`src/rtl/rf_cmd_ctrl_pkg.sv`:
```
// -----------------------------------------------------------------------------
// rf_cmd_ctrl_pkg
//   Shared types and constants for the register-file command controller.
//   - state_t      : controller FSM state encoding
//   - WR_CMD_DEF   : default opcode for a register write
//   - RD_CMD_DEF   : default opcode for a register read
//   - state_busy() : true for every state that is part of a command in flight
// -----------------------------------------------------------------------------
package rf_cmd_ctrl_pkg;

    typedef enum logic [2:0] {
        IDLE    = 3'd0,
        WR_ADDR = 3'd1,
        WR_DATA = 3'd2,
        WR_EXEC = 3'd3,
        RD_ADDR = 3'd4,
        RD_EXEC = 3'd5,
        RD_WAIT = 3'd6,
        TX_SEND = 3'd7
    } state_t;

    localparam logic [7:0] WR_CMD_DEF = 8'hAA;
    localparam logic [7:0] RD_CMD_DEF = 8'hBB;

    function automatic logic state_busy(input state_t s);
        return (s != IDLE);
    endfunction

endpackage

```
`src/rtl/rf_cmd_ctrl_if.sv`:
```
// -----------------------------------------------------------------------------
// rf_cmd_ctrl_if
//   Bundles the command-receive, register-file and transmit signals of the
//   register-file command controller.
//   Modports:
//     master : the controller (consumes RX/TX-busy/read-data, drives RF + TX)
//     slave  : the surrounding system (UART RX/TX and register file side)
//   Signals:
//     RX_P_Data / RX_D_VLD      : received command byte + one-cycle strobe
//     TX_Busy                   : transmitter cannot accept a byte
//     Rd_Data / Rd_Data_VLD     : register-file read return
//     WrEN / RdEN               : register-file write / read enables
//     Address / WrData          : register-file address / write data
//     TX_P_Data / TX_D_VLD      : response byte + one-cycle strobe
//     Busy                      : controller is processing a command
// -----------------------------------------------------------------------------
interface rf_cmd_ctrl_if #(
    parameter int DATA_WIDTH = 8,
    parameter int ADDR_SIZE  = 4
);
    logic [DATA_WIDTH-1:0] RX_P_Data;
    logic                  RX_D_VLD;
    logic                  TX_Busy;
    logic [DATA_WIDTH-1:0] Rd_Data;
    logic                  Rd_Data_VLD;
    logic                  WrEN;
    logic                  RdEN;
    logic [ADDR_SIZE-1:0]  Address;
    logic [DATA_WIDTH-1:0] WrData;
    logic [DATA_WIDTH-1:0] TX_P_Data;
    logic                  TX_D_VLD;
    logic                  Busy;

    modport master (
        input  RX_P_Data, RX_D_VLD, TX_Busy, Rd_Data, Rd_Data_VLD,
        output WrEN, RdEN, Address, WrData, TX_P_Data, TX_D_VLD, Busy
    );

    modport slave (
        output RX_P_Data, RX_D_VLD, TX_Busy, Rd_Data, Rd_Data_VLD,
        input  WrEN, RdEN, Address, WrData, TX_P_Data, TX_D_VLD, Busy
    );
endinterface

```
`src/rtl/rf_cmd_ctrl.sv`:
```
// -----------------------------------------------------------------------------
// rf_cmd_ctrl
//   Decodes a byte stream of register-file commands:
//     write : WR_CMD, addr, data  -> one-cycle WrEN, no response
//     read  : RD_CMD, addr        -> one-cycle RdEN, wait for Rd_Data_VLD,
//                                    then send the read byte to the transmitter
//   Unknown opcodes in IDLE are dropped. Bytes arriving while a command is
//   executing, waiting for read data or waiting for the transmitter are dropped.
//   Every output is a flop; the next-state logic feeds the output registers so
//   pulses line up with the state they belong to.
//
//   Ports:
//     CLK     : clock, rising edge
//     rst_n   : asynchronous active-low reset
//     bus     : rf_cmd_ctrl_if.master (RX, register file, TX signals)
//     Cmd_Err : (only with RF_CMD_ERR_EN) one-cycle pulse after an unknown
//               opcode is seen in IDLE
//
//   Optional feature macro: RF_CMD_ERR_EN
// -----------------------------------------------------------------------------
module rf_cmd_ctrl
    import rf_cmd_ctrl_pkg::*;
#(
    parameter int                    DATA_WIDTH = 8,
    parameter int                    ADDR_SIZE  = 4,
    parameter logic [DATA_WIDTH-1:0] WR_CMD     = DATA_WIDTH'(WR_CMD_DEF),
    parameter logic [DATA_WIDTH-1:0] RD_CMD     = DATA_WIDTH'(RD_CMD_DEF)
) (
    input  logic          CLK,
    input  logic          rst_n,
`ifdef RF_CMD_ERR_EN
    rf_cmd_ctrl_if.master bus,
    output logic          Cmd_Err
`else
    rf_cmd_ctrl_if.master bus
`endif
);

    state_t state;
    state_t state_nxt;

    logic addr_cap;
    logic data_cap;
    logic rdata_cap;
    logic tx_fire;
`ifdef RF_CMD_ERR_EN
    logic cmd_unknown;
`endif

    // State register
    always_ff @(posedge CLK or negedge rst_n) begin
        if (!rst_n) begin
            state <= IDLE;
        end else begin
            state <= state_nxt;
        end
    end

    // Next-state decode and capture enables
    always_comb begin
        state_nxt = state;
        addr_cap  = 1'b0;
        data_cap  = 1'b0;
        rdata_cap = 1'b0;
        tx_fire   = 1'b0;
`ifdef RF_CMD_ERR_EN
        cmd_unknown = 1'b0;
`endif
        case (state)
            IDLE: begin
                if (bus.RX_D_VLD) begin
                    if (bus.RX_P_Data == WR_CMD) begin
                        state_nxt = WR_ADDR;
                    end else if (bus.RX_P_Data == RD_CMD) begin
                        state_nxt = RD_ADDR;
                    end else begin
`ifdef RF_CMD_ERR_EN
                        cmd_unknown = 1'b1;
`endif
                    end
                end
            end
            WR_ADDR: begin
                if (bus.RX_D_VLD) begin
                    addr_cap  = 1'b1;
                    state_nxt = WR_DATA;
                end
            end
            WR_DATA: begin
                if (bus.RX_D_VLD) begin
                    data_cap  = 1'b1;
                    state_nxt = WR_EXEC;
                end
            end
            WR_EXEC: begin
                state_nxt = IDLE;
            end
            RD_ADDR: begin
                if (bus.RX_D_VLD) begin
                    addr_cap  = 1'b1;
                    state_nxt = RD_EXEC;
                end
            end
            RD_EXEC: begin
                state_nxt = RD_WAIT;
            end
            RD_WAIT: begin
                if (bus.Rd_Data_VLD) begin
                    rdata_cap = 1'b1;
                    state_nxt = TX_SEND;
                end
            end
            TX_SEND: begin
                if (!bus.TX_Busy) begin
                    tx_fire   = 1'b1;
                    state_nxt = IDLE;
                end
            end
            default: begin
                state_nxt = IDLE;
            end
        endcase
    end

    // Registered outputs. Enables are decoded from the next state so that
    // WrEN/RdEN are high exactly during WR_EXEC/RD_EXEC; being mutually
    // exclusive states, the two enables can never overlap.
    always_ff @(posedge CLK or negedge rst_n) begin
        if (!rst_n) begin
            bus.WrEN      <= 1'b0;
            bus.RdEN      <= 1'b0;
            bus.Busy      <= 1'b0;
            bus.TX_D_VLD  <= 1'b0;
            bus.Address   <= '0;
            bus.WrData    <= '0;
            bus.TX_P_Data <= '0;
        end else begin
            bus.WrEN     <= (state_nxt == WR_EXEC);
            bus.RdEN     <= (state_nxt == RD_EXEC);
            bus.Busy     <= state_busy(state_nxt);
            bus.TX_D_VLD <= tx_fire;
            if (addr_cap) begin
                // Only the low address bits are meaningful; the rest are dropped.
                bus.Address <= bus.RX_P_Data[ADDR_SIZE-1:0];
            end
            if (data_cap) begin
                bus.WrData <= bus.RX_P_Data;
            end
            if (rdata_cap) begin
                bus.TX_P_Data <= bus.Rd_Data;
            end
        end
    end

`ifdef RF_CMD_ERR_EN
    always_ff @(posedge CLK or negedge rst_n) begin
        if (!rst_n) begin
            Cmd_Err <= 1'b0;
        end else begin
            Cmd_Err <= cmd_unknown;
        end
    end
`endif

endmodule

```
`src/flat_wrapper.sv`:
```
// flat-port wrapper written by rule: the top's interface ports become plain ports
module rf_cmd_ctrl_flat import rf_cmd_ctrl_pkg::*;
#(
    parameter int                    DATA_WIDTH = 8,
    parameter int                    ADDR_SIZE  = 4,
    parameter logic [DATA_WIDTH-1:0] WR_CMD     = DATA_WIDTH'(WR_CMD_DEF),
    parameter logic [DATA_WIDTH-1:0] RD_CMD     = DATA_WIDTH'(RD_CMD_DEF)
)
  (CLK, rst_n, bus_RX_P_Data, bus_RX_D_VLD, bus_TX_Busy, bus_Rd_Data, bus_Rd_Data_VLD, bus_WrEN, bus_RdEN, bus_Address, bus_WrData, bus_TX_P_Data, bus_TX_D_VLD, bus_Busy);
  rf_cmd_ctrl_if #(.DATA_WIDTH(DATA_WIDTH), .ADDR_SIZE(ADDR_SIZE)) bus_i ();
  input  logic CLK;
  input  logic rst_n;
  input wire logic [$bits(bus_i.RX_P_Data)-1:0] bus_RX_P_Data;
  input wire logic [$bits(bus_i.RX_D_VLD)-1:0] bus_RX_D_VLD;
  input wire logic [$bits(bus_i.TX_Busy)-1:0] bus_TX_Busy;
  input wire logic [$bits(bus_i.Rd_Data)-1:0] bus_Rd_Data;
  input wire logic [$bits(bus_i.Rd_Data_VLD)-1:0] bus_Rd_Data_VLD;
  output wire logic [$bits(bus_i.WrEN)-1:0] bus_WrEN;
  output wire logic [$bits(bus_i.RdEN)-1:0] bus_RdEN;
  output wire logic [$bits(bus_i.Address)-1:0] bus_Address;
  output wire logic [$bits(bus_i.WrData)-1:0] bus_WrData;
  output wire logic [$bits(bus_i.TX_P_Data)-1:0] bus_TX_P_Data;
  output wire logic [$bits(bus_i.TX_D_VLD)-1:0] bus_TX_D_VLD;
  output wire logic [$bits(bus_i.Busy)-1:0] bus_Busy;
  assign bus_i.RX_P_Data = bus_RX_P_Data;
  assign bus_i.RX_D_VLD = bus_RX_D_VLD;
  assign bus_i.TX_Busy = bus_TX_Busy;
  assign bus_i.Rd_Data = bus_Rd_Data;
  assign bus_i.Rd_Data_VLD = bus_Rd_Data_VLD;
  assign bus_WrEN = bus_i.WrEN;
  assign bus_RdEN = bus_i.RdEN;
  assign bus_Address = bus_i.Address;
  assign bus_WrData = bus_i.WrData;
  assign bus_TX_P_Data = bus_i.TX_P_Data;
  assign bus_TX_D_VLD = bus_i.TX_D_VLD;
  assign bus_Busy = bus_i.Busy;
  rf_cmd_ctrl #(.DATA_WIDTH(DATA_WIDTH), .ADDR_SIZE(ADDR_SIZE), .WR_CMD(WR_CMD), .RD_CMD(RD_CMD)) u_core (.CLK(CLK), .rst_n(rst_n), .bus(bus_i));
endmodule
```
`config.mk`:
```
export PLATFORM = sky130hd
export DESIGN_NAME = rf_cmd_ctrl_flat
export DESIGN_NICKNAME = d
export VERILOG_FILES = /design/src/rtl/rf_cmd_ctrl_pkg.sv /design/src/rtl/rf_cmd_ctrl_if.sv /design/src/rtl/rf_cmd_ctrl.sv /design/src/flat_wrapper.sv
export SDC_FILE = /design/constraint.sdc
export NUM_CORES = 1
export LEC_CHECK = 0
export CAP_MARGIN = 10
export CORE_MARGIN = 1.5
export CORE_UTILIZATION = 42
export CTS_CLUSTER_SIZE = 8
export DETAILED_ROUTE_END_ITERATION = 10
export PLACE_DENSITY = 0.85
export SYNTH_ARGS = -nofsm -noshare
export SYNTH_HDL_FRONTEND = slang
export SYNTH_SLANG_ARGS = --single-unit
```
`constraint.sdc`:
```
create_clock -name CLK -period 2.1 [get_ports CLK]
set_clock_uncertainty 0.05 [all_clocks]
set_input_delay 0.63 -clock CLK [delete_from_list [all_inputs] [get_ports CLK]]
set_output_delay 0.63 -clock CLK [all_outputs]
set_load 0.1 [all_outputs]
```
* Yosys cells after proc, flatten, opt, wreduce, memory -nomap -nowiden
Index checks and enable logic that the tools add are counted.
Storage, ports and cells: register bits 27, latch bits 0, RAM bits 0, ROM bits 0, output and inout bits 24, word-level logic and storage cells 38, memories 0
Operators by class: add/sub/neg operators 0, multipliers 0, divide/modulo/power cells 0, order comparisons 0, eq/ne operators 11, shift operators 0, mux-type cells 16, bitwise operators 0, reductions and logical operators 3
Operator list (number):
- 3-bit 2-to-1 mux | 8
- 3-bit one-hot mux with 8 select lines | 1
- 8-bit == test (second input constant) | 2
- 3-bit == test (second input constant) | 5
- 3-bit by 2-bit == test with 1-bit output (second input constant) | 3
- 1-bit 2-to-1 mux | 7
- 3-bit by 1-bit == test with 1-bit output (second input constant) | 1
- 3-bit zero test | 1
- 3-bit nonzero test | 1
- 2-bit OR reduction | 1

* Logic depth before layout (Yosys ltp)
depth after elaboration 6, depth in mapped cells 5, depth with buffers taken out 4

* Least setup slack after synthesis
No wires, ideal clock.
path kind flip-flop to output port, from reg u_core.bus.WrData[1], to out bus_WrData[1], arrival 0.895 ns, data required time 1.420 ns, setup slack 0.525 ns, stages on the path, launching flop included 1, buffers on the path 0, cell sequence dfrtp_1
RTL lines:
- from (decl) | RTL line rf_cmd_ctrl_if.sv:36 | output WrEN, RdEN, Address, WrData, TX_P_Data, TX_D_VLD, Busy
- from (signal assigned) | RTL line rf_cmd_ctrl.sv:147 | bus.WrData <= bus.RX_P_Data;
- to (decl) | RTL line flat_wrapper.sv:21 | output wire logic [$bits(bus_i.WrData)-1:0] bus_WrData;
No word-level cell between the ends.

* Worst setup path in the final report
from in bus_RX_D_VLD, to reg u_core.bus.Busy
Between the ends: cells in the longest elaborated chain, start to end 3, elaborated cells on any way between the ends 6, those cells by class mux (5); reduce/logical (1)
Ends and longest elaborated chain:
- from (decl) | RTL line flat_wrapper.sv:14 | input wire logic [$bits(bus_i.RX_D_VLD)-1:0] bus_RX_D_VLD;
- 3-bit 2-to-1 mux, on equally long branches
- 3-bit one-hot mux with 8 select lines * | RTL line rf_cmd_ctrl.sv:69 | case (state)
- 3-bit nonzero test * | RTL line rf_cmd_ctrl_pkg.sv:26 | return (s != IDLE);
- to (signal assigned) | RTL line rf_cmd_ctrl.sv:140 | bus.Busy <= state_busy(state_nxt);
- to (decl) | RTL line rf_cmd_ctrl_if.sv:36
Mark *: on every way between the ends. The rest lies on a longest branch, timed or not. A chain may end at the register's enable or synchronous reset.

==> results_tabular.tex <==
\begin{tabular}{lr}
\hline
Metric & Value \\
\hline
\multicolumn{2}{l}{\textbf{Status}} \\
Status & complete, no violations \\
\multicolumn{2}{l}{\textbf{Min path}} \\
Number of cells on the worst hold path & 1 \\
Path class of the lowest-slack min-delay path & reg -> reg \\
\multicolumn{2}{l}{\textbf{Placed design}} \\
Area after DPL & 1857 µm² \\
Placer Congestion & 0.7850 \\
Quantity of I/O buffers inserted on ports & 44 \\
Inst Count DP & 156 \\
HPWL after detailed placement & 2099 µm \\
\multicolumn{2}{l}{\textbf{Routing}} \\
Antenna Violating Nets Remaining & 0 \\
Per-cell via count in the routed design & 5.294 \\
Drt first-iter violations & 12 \\
Post-detailed-route wirelength per cell & 16.30 µm \\
Total routed wirelength & 2608 µm \\
Number of detailed-routing iterations run before antenna repair & 4 \\
DRC violation count after routing & 0 \\
Via total after detailed routing & 847 \\
\multicolumn{2}{l}{\textbf{Synth}} \\
Net count of the mapped netlist & 102 \\
Number of synthesized flops with an enable pin & 0 \\
Predominant post-synthesis flop cell & sky130\_fd\_sc\_hd\_\_dfrtp\_1 \\
Most repeated cell in the gate-level netlist after synthesis & sky130\_fd\_sc\_hd\_\_dfrtp\_1 \\
Average footprint of a synthesized cell & 13.78 µm² \\
Sequential fraction of the synthesis area & 60.54\% \\
Top post-synthesis cells by area & sky130\_fd\_sc\_hd\_\_dfrtp\_1 61\%, sky130\_fd\_sc\_hd\_\_mux2\_2 14\%, sky130\_fd\_sc\_hd\_\_mux2\_1 6.1\% \\
Async set or reset register ratio after synthesis & 100.0\% \\
Post-synthesis sequential element count & 27 \\
Adder and majority cell fraction of the synthesized area & 0\% \\
Portion of netlist area occupied by mux cells & 21.08\% \\
Synth area leader & sky130\_fd\_sc\_hd\_\_dfrtp\_1 \\
Fraction of synthesized cell area taken by the top area cell type & 60.54\% \\
Netlist Area Pre-Place & 1116 µm² \\
Main combinational cell family by area after synthesis & multiplexers \\
Warnings from Yosys & 0 \\
Xor and xnor area share after synthesis & 0.7848\% \\
Synthesized instance count & 81 \\
Simple-Gate Fraction of Synth Area & 12.56\% \\
Synthesized-area fraction occupied by ao, oa, aoi and oai cells & 2.915\% \\
Leading cell types by count after synthesis & 27 x sky130\_fd\_sc\_hd\_\_dfrtp\_1, 14 x sky130\_fd\_sc\_hd\_\_mux2\_2, 6 x sky130\_fd\_sc\_hd\_\_mux2\_1, 5 x sky130\_fd\_sc\_hd\_\_nand2\_1, 4 x sky130\_fd\_sc\_hd\_\_nor2\_1 \\
Number of unique standard cell types used by synthesis & 25 \\
\multicolumn{2}{l}{\textbf{Clocking}} \\
TritonCTS buffer count & 3 \\
Total clock sinks & 27 \\
TritonCTS clock tree & done \\
Number of buffers inserted by hold repair at cts & 0 \\
Worst skew pair latency & 0.32 ns \\
Clock tree root buffer cell & sky130\_fd\_sc\_hd\_\_clkbuf\_4 \\
Bufs on Longest Clock Path & 2 \\
Setup bufs post-CTS & 0 \\
Maximum level of the CTS H-tree & 1 \\
Cells resized by post-CTS repair & 0 \\
Clock transition at path regs & 0.14 ns \\
\multicolumn{2}{l}{\textbf{Final layout}} \\
P\&R area growth vs syn & 68.83\% \\
Fraction of final layout cells sized beyond drive strength 1 & 37.69\% \\
Diode count & 0 \\
Post-route cell area & 1884 µm² \\
Post-layout net count & 152 \\
Fin cells & 160 \\
\multicolumn{2}{l}{\textbf{Critical path}} \\
Crit path launch type & input pin \\
Arrival time at the worst endpoint & 2.15 ns \\
Worst EP required & 2.29 ns \\
Biggest fanout along the worst timing path & 6 \\
Crit. End Element & flop \\
Cells on worst reg2reg path & 3 \\
Setup CP Type & in -> reg \\
\multicolumn{2}{l}{\textbf{Global route}} \\
Maximum number of pins on one net before global-route repair & 28 \\
Number of global-route vias before repair & 898 \\
Wire length of the first global-routing pass & 4029 µm \\
Antenna violations before repair & 0 \\
Remaining global-route overflow & 0 \\
Tot GR Track Use & 19.59\% \\
\multicolumn{2}{l}{\textbf{STA}} \\
Period utilisation layout & 93.41\% \\
Final Hold Fails & 0 \\
Total Neg Setup Slack & 0 ns \\
Final setup violating endpoints & 0 \\
Achievable Freq & 509.8 MHz \\
Worst hold-check slack & 0.5246 ns \\
Worst slew margin relative to its limit & 70.44\% \\
Minimum clock period after layout & 1.962 ns \\
Final slew viol count & 0 \\
Least-Margin Pin Slew & 0.4411 ns \\
RSZ-0062 raised after global routing & no \\
\multicolumn{2}{l}{\textbf{Floorplan}} \\
Die boundary height & 54.55 µm \\
Full die area & 2976 µm² \\
Area of the core & 2500 µm² \\
Standard-cell row count & 18 \\
Boundary pin count & 45 \\
Die boundary width & 54.55 µm \\
Initial cell density of the core & 44.64\% \\
\multicolumn{2}{l}{\textbf{Job}} \\
Number of max-capacitance violations reported & 0 \\
\hline
\end{tabular}
-- layer usage --
layer	share of wire, %	global-route usage, %	wire length, µm	vias to the layer above
li1	-	-	-	381
met1	37	22.02	969	418
met2	53	34.94	1387	44
met3	8.6	5.464	224	4
met4	0.96	7.500	25	0
met5	0	0	0	-
-- state kept, by name (all words and copies together) (netlist names) --
signal / flops
u_core.bus.Address: 4
u_core.bus.Busy: 1
u_core.bus.RdEN: 1
u_core.bus.TX_D_VLD: 1
u_core.bus.TX_P_Data: 8
u_core.bus.WrData: 8
u_core.bus.WrEN: 1
u_core.state: 3
-- per-stage QoR --
step / setup WS [ns] / utilization [%]
after floorplan: 0.5250 / -
after global placement: 0.008390 / 74.27
after detailed placement: -0.1820 / 74.27
after CTS: 0.1585 / 75.38
after global routing: 0.08758 / 75.38
final: 0.1385 / 75.38
-- cell usage in the layout (no fill, tap or decap) --
master and n:
sky130_fd_sc_hd__buf_4 3, sky130_fd_sc_hd__nand4b_1 2, sky130_fd_sc_hd__buf_12 25, sky130_fd_sc_hd__mux2_1 6
sky130_fd_sc_hd__o32ai_1 1, sky130_fd_sc_hd__and2_1 2, sky130_fd_sc_hd__or2_2 2, sky130_fd_sc_hd__a21oi_1 2
sky130_fd_sc_hd__nor4_1 1, sky130_fd_sc_hd__nand2b_1 1, sky130_fd_sc_hd__clkinv_2 1, sky130_fd_sc_hd__mux2_2 14
sky130_fd_sc_hd__mux2i_1 1, sky130_fd_sc_hd__inv_1 1, sky130_fd_sc_hd__o2111ai_1 1, sky130_fd_sc_hd__or3_1 1
sky130_fd_sc_hd__nor2_1 4, sky130_fd_sc_hd__nand2_1 5, sky130_fd_sc_hd__or4_1 1, sky130_fd_sc_hd__nand3b_1 2
sky130_fd_sc_hd__clkdlybuf4s50_1 20, sky130_fd_sc_hd__nor3_4 1, sky130_fd_sc_hd__o21ai_0 1, sky130_fd_sc_hd__xor2_1 1
sky130_fd_sc_hd__clkbuf_4 3, sky130_fd_sc_hd__and3_1 1, sky130_fd_sc_hd__dfrtp_1 27
-- area by class of cell --
class	instances	area (µm²)
clock inverter	1	5.005
sequential	27	675.6
multi-input combinational	50	416.7
clock buffer	3	22.52
fill	156	615.6
tap	30	37.54
timing repair buffer	48	723.2
inverter	1	3.754
-- logic make-up after synthesis --
logic type / Yosys count
AND/OR/NAND/NOR: 23
XOR/XNOR: 1
flip-flops: 27
AO/OA/AOI/OAI: 5
buffers and inverters: 4
multiplexers: 21
-- worst paths after layout --
kind / from / end / slack, ns
max: bus_RX_D_VLD / u_core.bus.Busy / 0.14
min: u_core.bus.WrData[0] / u_core.bus.WrData[0] / 0.52
max reg2reg: u_core.state[2] / u_core.bus.Busy / 0.34
min reg2reg: u_core.bus.WrData[0] / u_core.bus.WrData[0] / 0.52
max in group asynchronous: rst_n / u_core.bus.Busy / 1.14
min in group asynchronous: rst_n / u_core.bus.TX_P_Data[5] / 0.61
-- worst max-delay path, stage by stage --
cell and delay (ns):
sky130_fd_sc_hd__clkdlybuf4s50_1 0.55, sky130_fd_sc_hd__nand4b_1 0.15, sky130_fd_sc_hd__buf_4 0.16, sky130_fd_sc_hd__nor4_1 0.31, sky130_fd_sc_hd__o32ai_1 0.20, sky130_fd_sc_hd__o2111ai_1 0.15
Power is left out: the tool's default activity adds up to more than one toggle a clock period on the data nets, which glitch-free logic cannot reach.
